==> src/rtl/riscpipe_pkg.sv <==
// Shared definitions for the pipelined RISC core: widths, ALUOp and opcode
// encodings, the decoded control bundle and the "instruction reads rt" rule.
package riscpipe_pkg;

    localparam int DATA_W_DEFAULT = 32;
    localparam int REG_W_DEFAULT  = 5;

    localparam logic [1:0] ALUOP_ADD   = 2'b00;
    localparam logic [1:0] ALUOP_SUB   = 2'b01;
    localparam logic [1:0] ALUOP_FUNCT = 2'b10;

    localparam logic [5:0] OPC_RTYPE = 6'h00;
    localparam logic [5:0] OPC_ADDI  = 6'h08;
    localparam logic [5:0] OPC_LW    = 6'h23;
    localparam logic [5:0] OPC_SW    = 6'h2B;
    localparam logic [5:0] OPC_BEQ   = 6'h04;

    typedef struct packed {
        logic       reg_dst;
        logic       alu_src;
        logic       mem_to_reg;
        logic       reg_write;
        logic       mem_read;
        logic       mem_write;
        logic       branch;
        logic [1:0] alu_op;
    } ctrl_t;

    localparam ctrl_t CTRL_BUBBLE = '0;

    // rt is a source operand when the ALU takes its second input from the
    // register file (R-type, BEQ) or when a store writes rt to memory.
    function automatic logic uses_rt(input logic alu_src, input logic mem_write);
        return (!alu_src) || mem_write;
    endfunction

endpackage

==> src/rtl/id_ex_stage_if.sv <==
// Bundle between the decode stage and the ID/EX register: decoded ID fields
// and flush in, registered EX fields, stall and event counters out.
interface id_ex_stage_if
    import riscpipe_pkg::*;
#(
    parameter int DATA_W = DATA_W_DEFAULT,
    parameter int REG_W  = REG_W_DEFAULT,
    parameter int CNT_W  = 16
);
    logic              id_valid;
    logic              id_reg_dst, id_alu_src, id_mem_to_reg, id_reg_write;
    logic              id_mem_read, id_mem_write, id_branch;
    logic [1:0]        id_alu_op;
    logic [DATA_W-1:0] id_pc_plus4, id_rd1, id_rd2, id_imm;
    logic [REG_W-1:0]  id_rs, id_rt, id_rd;
    logic [5:0]        id_funct;
    logic              flush;

    logic              stall;
    logic              ex_valid;
    logic              ex_reg_dst, ex_alu_src, ex_mem_to_reg, ex_reg_write;
    logic              ex_mem_read, ex_mem_write, ex_branch;
    logic [1:0]        ex_alu_op;
    logic [DATA_W-1:0] ex_pc_plus4, ex_rd1, ex_rd2, ex_imm;
    logic [REG_W-1:0]  ex_rs, ex_rt, ex_rd;
    logic [5:0]        ex_funct;
    logic [CNT_W-1:0]  stall_cnt, flush_cnt;

    modport master (
        output id_valid, id_reg_dst, id_alu_src, id_mem_to_reg, id_reg_write,
               id_mem_read, id_mem_write, id_branch, id_alu_op,
               id_pc_plus4, id_rd1, id_rd2, id_imm, id_rs, id_rt, id_rd,
               id_funct, flush,
        input  stall, ex_valid, ex_reg_dst, ex_alu_src, ex_mem_to_reg,
               ex_reg_write, ex_mem_read, ex_mem_write, ex_branch, ex_alu_op,
               ex_pc_plus4, ex_rd1, ex_rd2, ex_imm, ex_rs, ex_rt, ex_rd,
               ex_funct, stall_cnt, flush_cnt
    );

    modport slave (
        input  id_valid, id_reg_dst, id_alu_src, id_mem_to_reg, id_reg_write,
               id_mem_read, id_mem_write, id_branch, id_alu_op,
               id_pc_plus4, id_rd1, id_rd2, id_imm, id_rs, id_rt, id_rd,
               id_funct, flush,
        output stall, ex_valid, ex_reg_dst, ex_alu_src, ex_mem_to_reg,
               ex_reg_write, ex_mem_read, ex_mem_write, ex_branch, ex_alu_op,
               ex_pc_plus4, ex_rd1, ex_rd2, ex_imm, ex_rs, ex_rt, ex_rd,
               ex_funct, stall_cnt, flush_cnt
    );

endinterface

==> src/rtl/load_use_detect.sv <==
// Combinational load-use check: the load now in EX writes a register that
// the instruction in ID reads, so ID must wait one cycle. $0 never hazards.
module load_use_detect
    import riscpipe_pkg::*;
#(
    parameter int REG_W = REG_W_DEFAULT
) (
    input  logic             ex_valid_i,
    input  logic             ex_mem_read_i,
    input  logic [REG_W-1:0] ex_rt_i,
    input  logic             id_valid_i,
    input  logic [REG_W-1:0] id_rs_i,
    input  logic [REG_W-1:0] id_rt_i,
    input  logic             id_uses_rt_i,
    output logic             hazard_o
);

    logic ex_is_load;
    logic rs_match;
    logic rt_match;

    // Qualify the EX load and compare its destination against ID sources
    always_comb begin
        ex_is_load = ex_valid_i && ex_mem_read_i && (ex_rt_i != '0);
        rs_match   = (ex_rt_i == id_rs_i);
        rt_match   = id_uses_rt_i && (ex_rt_i == id_rt_i);
        hazard_o   = ex_is_load && id_valid_i && (rs_match || rt_match);
    end

endmodule

==> src/rtl/id_ex_stage.sv <==
// ID/EX pipeline register. Captures the decoded bundle each cycle, inserts a
// bubble on flush, load-use hazard or an empty ID slot, drives the stall to
// IF/ID and the PC, and keeps saturating stall/flush event counters.
module id_ex_stage
    import riscpipe_pkg::*;
#(
    parameter int DATA_W = DATA_W_DEFAULT,
    parameter int REG_W  = REG_W_DEFAULT,
    parameter int CNT_W  = 16
) (
    input  logic         clk,
    input  logic         rst,
    id_ex_stage_if.slave bus
);

    ctrl_t             id_ctrl;
    ctrl_t             ctrl_d, ctrl_q;
    logic              valid_d, valid_q;
    logic [DATA_W-1:0] pc_plus4_q, rd1_q, rd2_q, imm_q;
    logic [REG_W-1:0]  rs_q, rt_q, rd_q;
    logic [5:0]        funct_q;
    logic [CNT_W-1:0]  stall_cnt_d, stall_cnt_q;
    logic [CNT_W-1:0]  flush_cnt_d, flush_cnt_q;
    logic              hazard;
    logic              stall;

    function automatic logic [CNT_W-1:0] sat_inc(input logic [CNT_W-1:0] v);
        return (&v) ? v : v + CNT_W'(1);
    endfunction

    load_use_detect #(
        .REG_W (REG_W)
    ) u_detect (
        .ex_valid_i    (valid_q),
        .ex_mem_read_i (ctrl_q.mem_read),
        .ex_rt_i       (rt_q),
        .id_valid_i    (bus.id_valid),
        .id_rs_i       (bus.id_rs),
        .id_rt_i       (bus.id_rt),
        .id_uses_rt_i  (uses_rt(bus.id_alu_src, bus.id_mem_write)),
        .hazard_o      (hazard)
    );

    // A flush squashes the ID instruction anyway, so it never needs to stall
    assign stall = hazard && !bus.flush;

    // Select the next control bundle (flush > hazard > normal) and counters
    always_comb begin
        id_ctrl = '{reg_dst:    bus.id_reg_dst,
                    alu_src:    bus.id_alu_src,
                    mem_to_reg: bus.id_mem_to_reg,
                    reg_write:  bus.id_reg_write,
                    mem_read:   bus.id_mem_read,
                    mem_write:  bus.id_mem_write,
                    branch:     bus.id_branch,
                    alu_op:     bus.id_alu_op};
        ctrl_d      = id_ctrl;
        valid_d     = bus.id_valid;
        stall_cnt_d = stall_cnt_q;
        flush_cnt_d = flush_cnt_q;

        if (bus.flush) begin
            ctrl_d  = CTRL_BUBBLE;
            valid_d = 1'b0;
        end else if (hazard) begin
            ctrl_d  = CTRL_BUBBLE;
            valid_d = 1'b0;
        end else if (!bus.id_valid) begin
            ctrl_d  = CTRL_BUBBLE;
            valid_d = 1'b0;
        end

        if (stall) begin
            stall_cnt_d = sat_inc(stall_cnt_q);
        end
        if (bus.flush) begin
            flush_cnt_d = sat_inc(flush_cnt_q);
        end
    end

    // Register bank; data fields load unconditionally and are qualified
    // downstream by ex_valid and the control bits
    always_ff @(posedge clk or posedge rst) begin
        if (rst) begin
            ctrl_q      <= CTRL_BUBBLE;
            valid_q     <= 1'b0;
            pc_plus4_q  <= '0;
            rd1_q       <= '0;
            rd2_q       <= '0;
            imm_q       <= '0;
            rs_q        <= '0;
            rt_q        <= '0;
            rd_q        <= '0;
            funct_q     <= '0;
            stall_cnt_q <= '0;
            flush_cnt_q <= '0;
        end else begin
            ctrl_q      <= ctrl_d;
            valid_q     <= valid_d;
            pc_plus4_q  <= bus.id_pc_plus4;
            rd1_q       <= bus.id_rd1;
            rd2_q       <= bus.id_rd2;
            imm_q       <= bus.id_imm;
            rs_q        <= bus.id_rs;
            rt_q        <= bus.id_rt;
            rd_q        <= bus.id_rd;
            funct_q     <= bus.id_funct;
            stall_cnt_q <= stall_cnt_d;
            flush_cnt_q <= flush_cnt_d;
        end
    end

    assign bus.stall         = stall;
    assign bus.ex_valid      = valid_q;
    assign bus.ex_reg_dst    = ctrl_q.reg_dst;
    assign bus.ex_alu_src    = ctrl_q.alu_src;
    assign bus.ex_mem_to_reg = ctrl_q.mem_to_reg;
    assign bus.ex_reg_write  = ctrl_q.reg_write;
    assign bus.ex_mem_read   = ctrl_q.mem_read;
    assign bus.ex_mem_write  = ctrl_q.mem_write;
    assign bus.ex_branch     = ctrl_q.branch;
    assign bus.ex_alu_op     = ctrl_q.alu_op;
    assign bus.ex_pc_plus4   = pc_plus4_q;
    assign bus.ex_rd1        = rd1_q;
    assign bus.ex_rd2        = rd2_q;
    assign bus.ex_imm        = imm_q;
    assign bus.ex_rs         = rs_q;
    assign bus.ex_rt         = rt_q;
    assign bus.ex_rd         = rd_q;
    assign bus.ex_funct      = funct_q;
    assign bus.stall_cnt     = stall_cnt_q;
    assign bus.flush_cnt     = flush_cnt_q;

endmodule
==> src/flat_wrapper.sv <==
// flat-port wrapper written by rule: the top's interface ports become plain ports
module id_ex_stage_flat import riscpipe_pkg::*;
#(
    parameter int DATA_W = DATA_W_DEFAULT,
    parameter int REG_W  = REG_W_DEFAULT,
    parameter int CNT_W  = 16
)
  (clk, rst, bus_id_valid, bus_id_reg_dst, bus_id_alu_src, bus_id_mem_to_reg, bus_id_reg_write, bus_id_mem_read, bus_id_mem_write, bus_id_branch, bus_id_alu_op, bus_id_pc_plus4, bus_id_rd1, bus_id_rd2, bus_id_imm, bus_id_rs, bus_id_rt, bus_id_rd, bus_id_funct, bus_flush, bus_stall, bus_ex_valid, bus_ex_reg_dst, bus_ex_alu_src, bus_ex_mem_to_reg, bus_ex_reg_write, bus_ex_mem_read, bus_ex_mem_write, bus_ex_branch, bus_ex_alu_op, bus_ex_pc_plus4, bus_ex_rd1, bus_ex_rd2, bus_ex_imm, bus_ex_rs, bus_ex_rt, bus_ex_rd, bus_ex_funct, bus_stall_cnt, bus_flush_cnt);
  id_ex_stage_if #(.DATA_W(DATA_W), .REG_W(REG_W), .CNT_W(CNT_W)) bus_i ();
  input  logic clk;
  input  logic rst;
  input wire logic [$bits(bus_i.id_valid)-1:0] bus_id_valid;
  input wire logic [$bits(bus_i.id_reg_dst)-1:0] bus_id_reg_dst;
  input wire logic [$bits(bus_i.id_alu_src)-1:0] bus_id_alu_src;
  input wire logic [$bits(bus_i.id_mem_to_reg)-1:0] bus_id_mem_to_reg;
  input wire logic [$bits(bus_i.id_reg_write)-1:0] bus_id_reg_write;
  input wire logic [$bits(bus_i.id_mem_read)-1:0] bus_id_mem_read;
  input wire logic [$bits(bus_i.id_mem_write)-1:0] bus_id_mem_write;
  input wire logic [$bits(bus_i.id_branch)-1:0] bus_id_branch;
  input wire logic [$bits(bus_i.id_alu_op)-1:0] bus_id_alu_op;
  input wire logic [$bits(bus_i.id_pc_plus4)-1:0] bus_id_pc_plus4;
  input wire logic [$bits(bus_i.id_rd1)-1:0] bus_id_rd1;
  input wire logic [$bits(bus_i.id_rd2)-1:0] bus_id_rd2;
  input wire logic [$bits(bus_i.id_imm)-1:0] bus_id_imm;
  input wire logic [$bits(bus_i.id_rs)-1:0] bus_id_rs;
  input wire logic [$bits(bus_i.id_rt)-1:0] bus_id_rt;
  input wire logic [$bits(bus_i.id_rd)-1:0] bus_id_rd;
  input wire logic [$bits(bus_i.id_funct)-1:0] bus_id_funct;
  input wire logic [$bits(bus_i.flush)-1:0] bus_flush;
  output wire logic [$bits(bus_i.stall)-1:0] bus_stall;
  output wire logic [$bits(bus_i.ex_valid)-1:0] bus_ex_valid;
  output wire logic [$bits(bus_i.ex_reg_dst)-1:0] bus_ex_reg_dst;
  output wire logic [$bits(bus_i.ex_alu_src)-1:0] bus_ex_alu_src;
  output wire logic [$bits(bus_i.ex_mem_to_reg)-1:0] bus_ex_mem_to_reg;
  output wire logic [$bits(bus_i.ex_reg_write)-1:0] bus_ex_reg_write;
  output wire logic [$bits(bus_i.ex_mem_read)-1:0] bus_ex_mem_read;
  output wire logic [$bits(bus_i.ex_mem_write)-1:0] bus_ex_mem_write;
  output wire logic [$bits(bus_i.ex_branch)-1:0] bus_ex_branch;
  output wire logic [$bits(bus_i.ex_alu_op)-1:0] bus_ex_alu_op;
  output wire logic [$bits(bus_i.ex_pc_plus4)-1:0] bus_ex_pc_plus4;
  output wire logic [$bits(bus_i.ex_rd1)-1:0] bus_ex_rd1;
  output wire logic [$bits(bus_i.ex_rd2)-1:0] bus_ex_rd2;
  output wire logic [$bits(bus_i.ex_imm)-1:0] bus_ex_imm;
  output wire logic [$bits(bus_i.ex_rs)-1:0] bus_ex_rs;
  output wire logic [$bits(bus_i.ex_rt)-1:0] bus_ex_rt;
  output wire logic [$bits(bus_i.ex_rd)-1:0] bus_ex_rd;
  output wire logic [$bits(bus_i.ex_funct)-1:0] bus_ex_funct;
  output wire logic [$bits(bus_i.stall_cnt)-1:0] bus_stall_cnt;
  output wire logic [$bits(bus_i.flush_cnt)-1:0] bus_flush_cnt;
  assign bus_i.id_valid = bus_id_valid;
  assign bus_i.id_reg_dst = bus_id_reg_dst;
  assign bus_i.id_alu_src = bus_id_alu_src;
  assign bus_i.id_mem_to_reg = bus_id_mem_to_reg;
  assign bus_i.id_reg_write = bus_id_reg_write;
  assign bus_i.id_mem_read = bus_id_mem_read;
  assign bus_i.id_mem_write = bus_id_mem_write;
  assign bus_i.id_branch = bus_id_branch;
  assign bus_i.id_alu_op = bus_id_alu_op;
  assign bus_i.id_pc_plus4 = bus_id_pc_plus4;
  assign bus_i.id_rd1 = bus_id_rd1;
  assign bus_i.id_rd2 = bus_id_rd2;
  assign bus_i.id_imm = bus_id_imm;
  assign bus_i.id_rs = bus_id_rs;
  assign bus_i.id_rt = bus_id_rt;
  assign bus_i.id_rd = bus_id_rd;
  assign bus_i.id_funct = bus_id_funct;
  assign bus_i.flush = bus_flush;
  assign bus_stall = bus_i.stall;
  assign bus_ex_valid = bus_i.ex_valid;
  assign bus_ex_reg_dst = bus_i.ex_reg_dst;
  assign bus_ex_alu_src = bus_i.ex_alu_src;
  assign bus_ex_mem_to_reg = bus_i.ex_mem_to_reg;
  assign bus_ex_reg_write = bus_i.ex_reg_write;
  assign bus_ex_mem_read = bus_i.ex_mem_read;
  assign bus_ex_mem_write = bus_i.ex_mem_write;
  assign bus_ex_branch = bus_i.ex_branch;
  assign bus_ex_alu_op = bus_i.ex_alu_op;
  assign bus_ex_pc_plus4 = bus_i.ex_pc_plus4;
  assign bus_ex_rd1 = bus_i.ex_rd1;
  assign bus_ex_rd2 = bus_i.ex_rd2;
  assign bus_ex_imm = bus_i.ex_imm;
  assign bus_ex_rs = bus_i.ex_rs;
  assign bus_ex_rt = bus_i.ex_rt;
  assign bus_ex_rd = bus_i.ex_rd;
  assign bus_ex_funct = bus_i.ex_funct;
  assign bus_stall_cnt = bus_i.stall_cnt;
  assign bus_flush_cnt = bus_i.flush_cnt;
  id_ex_stage #(.DATA_W(DATA_W), .REG_W(REG_W), .CNT_W(CNT_W)) u_core (.clk(clk), .rst(rst), .bus(bus_i));
endmodule
==> config.mk <==
export PLATFORM = sky130hd
export DESIGN_NAME = id_ex_stage_flat
export DESIGN_NICKNAME = d
export VERILOG_FILES = /design/src/rtl/riscpipe_pkg.sv /design/src/rtl/id_ex_stage_if.sv /design/src/rtl/load_use_detect.sv /design/src/rtl/id_ex_stage.sv /design/src/flat_wrapper.sv
export SDC_FILE = /design/constraint.sdc
export NUM_CORES = 1
export LEC_CHECK = 0
export BUFFER_PORTS_ARGS = -buffer_cell sky130_fd_sc_hd__buf_2
export CAP_MARGIN = 20
export CORE_ASPECT_RATIO = 1.5
export CORE_MARGIN = 5
export CORE_UTILIZATION = 31
export DETAILED_ROUTE_END_ITERATION = 7
export GPL_TIMING_DRIVEN = 0
export PLACE_DENSITY = 0.7
export SLEW_MARGIN = 15
export SYNTH_ARGS = -nofsm -noshare
export SYNTH_HDL_FRONTEND = slang
export SYNTH_HIERARCHICAL = 1
export SYNTH_SLANG_ARGS = --single-unit
==> constraint.sdc <==
create_clock -name clk -period 10.53 [get_ports clk]
set_input_delay 2.106 -clock clk [delete_from_list [all_inputs] [get_ports clk]]
set_output_delay 2.106 -clock clk [all_outputs]
set_load 0.005 [all_outputs]
==> impl_metrics.xml <==
<?xml version="1.0" encoding="UTF-8"?>
<metrics>
  <group name="synthesis">
    <metric name="yosys_register_bits" unit="">191</metric>
    <metric name="cell_types_with_the_largest_area_share_after_synthesis" unit="">sky130_fd_sc_hd__dfrtp_1 (82%), sky130_fd_sc_hd__xor2_1 (2.6%), sky130_fd_sc_hd__xnor2_1 (1.7%), sky130_fd_sc_hd__and2_1 (1.3%), sky130_fd_sc_hd__a21oi_1 (0.86%)</metric>
    <metric name="synth_largest_area_cell" unit="">sky130_fd_sc_hd__dfrtp_1</metric>
    <metric name="synthArstFlopShare" unit="%">100</metric>
    <metric name="mapped_nets" unit="">501</metric>
    <metric name="post_synth_instance_area" unit="mm²">0.00581</metric>
    <metric name="synth_area_in_compound_gates" unit="%">1.89</metric>
    <metric name="synth_simple_gate_area_share" unit="%">9.58</metric>
    <metric name="synth_edf_count" unit="">0</metric>
    <metric name="ys_warn_count" unit="">6</metric>
    <metric name="syn-instance-count" unit="">337</metric>
    <metric name="synth.yosys.seq_area_share" unit="%">82.3</metric>
    <metric name="postSynth.topFlopCell" unit="">sky130_fd_sc_hd__dfrtp_1</metric>
    <metric name="syn_avg_cell_area" unit="µm²">17.2</metric>
    <metric name="netlist.area_leader.share" unit="%">82.3</metric>
    <metric name="yosys-top-cells-count" unit="">sky130_fd_sc_hd__dfrtp_1 (191), sky130_fd_sc_hd__xor2_1 (17), sky130_fd_sc_hd__nor2_1 (13)</metric>
    <metric name="adder_and_majority_gate_portion_of_the_synthesized_area" unit="%">0.431</metric>
    <metric name="synth.distinct_cells" unit="">43</metric>
    <metric name="synth.area.mux_share" unit="%">1.27</metric>
    <metric name="synth_top_family_by_area" unit="">simple AND/OR/NAND/NOR gates</metric>
    <metric name="top_count_cell_post_synth" unit="">sky130_fd_sc_hd__dfrtp_1</metric>
    <metric name="synth-xor-area-share" unit="%">4.22</metric>
  </group>
  <group name="detailed_routing">
    <metric name="detail_route.wl_per_cell" unit="µm">17.3</metric>
    <metric name="route.final.wire_length" unit="µm">16800</metric>
    <metric name="drt_iter0_markers" unit="">159</metric>
    <metric name="vias_per_cell" unit="">4.19</metric>
    <metric name="antenna_violating_nets_post_route" unit="">0</metric>
    <metric name="drcViolationCount" unit="">0</metric>
    <metric name="detailedRoute.firstPassIterationCount" unit="">6</metric>
    <metric name="detailroute.via_count" unit="">4083</metric>
  </group>
  <group name="pwr">
    <metric name="pwr-share-clk" unit="%">40.2</metric>
    <metric name="comb_power_share" unit="%">8.8</metric>
    <metric name="pwr_density_cell" unit="mW/mm²">185</metric>
    <metric name="vdd_drop_max" unit="µV">95.9</metric>
    <metric name="p_int" unit="mW">1.17</metric>
    <metric name="power.net_switching" unit="mW">0.403</metric>
    <metric name="power_leakage" unit="nW">4.44</metric>
    <metric name="seqPwrFrac" unit="%">51.0</metric>
    <metric name="swShare" unit="%">25.6</metric>
  </group>
  <group name="cts">
    <metric name="tritoncts" unit="">yes</metric>
    <metric name="cts_hold_buf" unit="">0</metric>
    <metric name="clk_root_buffer_cell" unit="">sky130_fd_sc_hd__clkbuf_16</metric>
    <metric name="cts_buffers" unit="">17</metric>
    <metric name="cts_num_sinks" unit="">191</metric>
    <metric name="cts_resized" unit="">0</metric>
    <metric name="insertion_delay" unit="ps">410</metric>
    <metric name="clk_path_buf_depth" unit="">2</metric>
    <metric name="post_cts_buffers" unit="">0</metric>
    <metric name="cts_htree_levels" unit="">4</metric>
    <metric name="clkTransAtPathRegs" unit="ps">70</metric>
  </group>
  <group name="timing">
    <metric name="final_max_slew_viol_count" unit="">0</metric>
    <metric name="max_freq" unit="MHz">178</metric>
    <metric name="final_min_period_over_clock_period" unit="%">53.3</metric>
    <metric name="grt_setup_unrepaired" unit="">false</metric>
    <metric name="slew-limit-headroom" unit="%">53.1</metric>
    <metric name="final_period_minus_worst_setup_slack" unit="ps">5620</metric>
    <metric name="setup_slack" unit="ps">4910</metric>
    <metric name="report.final.hold_viol_count" unit="">0</metric>
    <metric name="fin_hold_ws" unit="ps">506</metric>
    <metric name="fin_setup_tns" unit="ps">0</metric>
    <metric name="tightest_slew" unit="ps">703</metric>
    <metric name="final_setup_vio_count" unit="">0</metric>
    <metric name="fin_worst_skew" unit="ps">9.81</metric>
  </group>
  <group name="place">
    <metric name="pre_cts_ws" unit="ps">4880</metric>
    <metric name="port_buffers" unit="">352</metric>
    <metric name="post-place-cells" unit="">942</metric>
    <metric name="gp_routability_congestion" unit="">0.769</metric>
    <metric name="detailedPlacementHpwl" unit="µm">13500</metric>
  </group>
  <group name="layout">
    <metric name="final_cell_count_without_fillers" unit="">974</metric>
    <metric name="antenna-diode-count" unit="">0</metric>
    <metric name="final.fill_count" unit="">1723</metric>
    <metric name="share_of_cells_above_drive_strength_1" unit="%">56.0</metric>
    <metric name="area_growth" unit="%">46.7</metric>
    <metric name="utilization_of_the_core_after_routing" unit="%">46.2</metric>
    <metric name="nNetsFinal" unit="">873</metric>
  </group>
  <group name="die">
    <metric name="floorplan.die.height" unit="µm">178</metric>
    <metric name="rows" unit="">61</metric>
    <metric name="die_x" unit="µm">122</metric>
    <metric name="ioPinCount" unit="">354</metric>
    <metric name="die_area" unit="mm²">0.0216</metric>
    <metric name="effective_utilization_at_floorplan" unit="%">31.5</metric>
    <metric name="core_area" unit="mm²">0.0185</metric>
  </group>
  <group name="global_routing">
    <metric name="antenna_found_initial" unit="">3</metric>
    <metric name="total_grt_overflow" unit="">0</metric>
    <metric name="globalRouteMet3Util" unit="%">5.20</metric>
    <metric name="first_global_vias" unit="">4265</metric>
    <metric name="grt_max_degree" unit="">102</metric>
    <metric name="grt.busiest_layer" unit="">met2</metric>
    <metric name="grt_use_total" unit="%">15.1</metric>
    <metric name="gr-usage-met1" unit="%">17.2</metric>
    <metric name="gr-usage-met2" unit="%">26.6</metric>
    <metric name="global_route_wire_length_before_repair" unit="µm">24300</metric>
  </group>
  <group name="setup_path">
    <metric name="worst-endpoint-required" unit="ps">8420</metric>
    <metric name="timing_worst_setup_path_type" unit="">in -&gt; out</metric>
    <metric name="critical_path.endpoint_type" unit="">output port</metric>
    <metric name="timing.critical_path.from_type" unit="">input port</metric>
    <metric name="timing.critical_path.fanout_max" unit="">4</metric>
    <metric name="worstPathArrival" unit="ps">3510</metric>
  </group>
  <group name="run_status">
    <metric name="status" unit="">finished, final reports clean</metric>
  </group>
  <group name="job">
    <metric name="max_cap_violations" unit="">0</metric>
  </group>
  <group name="min_path">
    <metric name="worstHoldPathType" unit="">reg -&gt; reg</metric>
  </group>
</metrics>
metrics by stage:
stage | cell area, µm² | total power [mW]
CTS | 8520 | 1.60
floorplan | 5810 | 0.867
global placement | 7890 | 0.957
detailed placement | 7920 | 0.963
finish | 8520 | 1.58
global route | 8520 | 1.65
cell type report:
| cell class | count | area [µm²] | share of cell area (%) |
|---|---|---|---|
| multi-input cells | 141 | 1010 | 11.9 |
| clock buffers | 18 | 439 | 5.15 |
| flip-flops and latches | 191 | 4780 | 56.1 |
| repair buffers | 353 | 1790 | 21.0 |
| inverters | 4 | 22.5 | 0.264 |
| plain buffers | 1 | 5.00 | 0.0587 |
| clock inverters | 14 | 163 | 1.91 |
| well taps | 252 | 315 | 3.70 |
cells in the final DEF, fill, tap and decap left out, types with 2 or more instances in the layout:
cell,n
sky130_fd_sc_hd__nand4_2,2
sky130_fd_sc_hd__inv_6,3
sky130_fd_sc_hd__nor2b_1,2
sky130_fd_sc_hd__mux2_4,2
sky130_fd_sc_hd__and2_1,12
sky130_fd_sc_hd__nand2_1,8
sky130_fd_sc_hd__a31oi_1,4
sky130_fd_sc_hd__nor2_1,13
sky130_fd_sc_hd__ha_1,2
sky130_fd_sc_hd__inv_1,3
sky130_fd_sc_hd__xnor2_1,11
sky130_fd_sc_hd__nand3_1,9
sky130_fd_sc_hd__nand4_1,7
sky130_fd_sc_hd__nand3b_1,2
sky130_fd_sc_hd__dfrtp_1,191
sky130_fd_sc_hd__nor3_1,9
sky130_fd_sc_hd__nand3_2,2
sky130_fd_sc_hd__clkinv_8,4
sky130_fd_sc_hd__inv_8,5
sky130_fd_sc_hd__nand2b_1,3
sky130_fd_sc_hd__mux2_2,2
sky130_fd_sc_hd__buf_2,353
sky130_fd_sc_hd__xor2_1,17
sky130_fd_sc_hd__a21oi_1,10
sky130_fd_sc_hd__or2_1,2
sky130_fd_sc_hd__and3_1,2
sky130_fd_sc_hd__clkbuf_16,17
sky130_fd_sc_hd__clkinv_4,3
worst max-delay path, stage by stage:
cell,delay (ps)
sky130_fd_sc_hd__buf_2,110
sky130_fd_sc_hd__xor2_1,130
sky130_fd_sc_hd__nor4_1,290
sky130_fd_sc_hd__nand3_1,110
sky130_fd_sc_hd__a21oi_1,400
sky130_fd_sc_hd__nor2b_1,220
sky130_fd_sc_hd__buf_2,140
path summary, 6_finish.rpt:
path / to / from / cells after the start / slack, ps
setup / recovery: bus_stall / bus_id_rt[2] / 7 / 4910
hold / removal: u_core/bus.flush_cnt[15] / u_core/bus.flush_cnt[15] / 1 / 510
setup reg to reg: u_core/bus.stall_cnt[14] / u_core/bus.ex_rt[2] / 8 / 7900
hold reg to reg: u_core/bus.flush_cnt[15] / u_core/bus.flush_cnt[15] / 1 / 510
max in group asynchronous: u_core/bus.ex_mem_read / rst / 3 / 7860
min in group asynchronous: u_core/bus.ex_pc_plus4[1] / rst / 2 / 1800
power by group through the flow:
stage / Combinational (mW) / Sequential (mW) / Clock [mW]
6_report: 0.139 / 0.805 / 0.633
3_3_place_gp: 0.138 / 0.818 / 0
5_1_grt: 0.155 / 0.811 / 0.689
4_1_cts: 0.143 / 0.805 / 0.655
2_1_floorplan: 0.0448 / 0.822 / 0
3_5_place_dp: 0.143 / 0.819 / 0
cells by family (layout without fill, tap and decap cells):
family                     Yosys count  in the layout
buffers and inverters                5            390
and+or+nand+nor                     87             87
xor gates and xnor gates            28             28
adders and majority gates            2              2
muxes                                6              6
AOI/OAI and AO/OA                   18             18
DFF                                191            191
metal layers:
metal | wire length (µm) | vias to the layer above | share of wire (%)
met1 | 6120 | 2010 | 36
li1 | - | 1876 | -
met4 | 205 | 6 | 1.2
met5 | 35 | - | 0.21
met2 | 9090 | 173 | 54
met3 | 1380 | 18 | 8.2
Note: power is estimated with default switching activity, not from simulation.
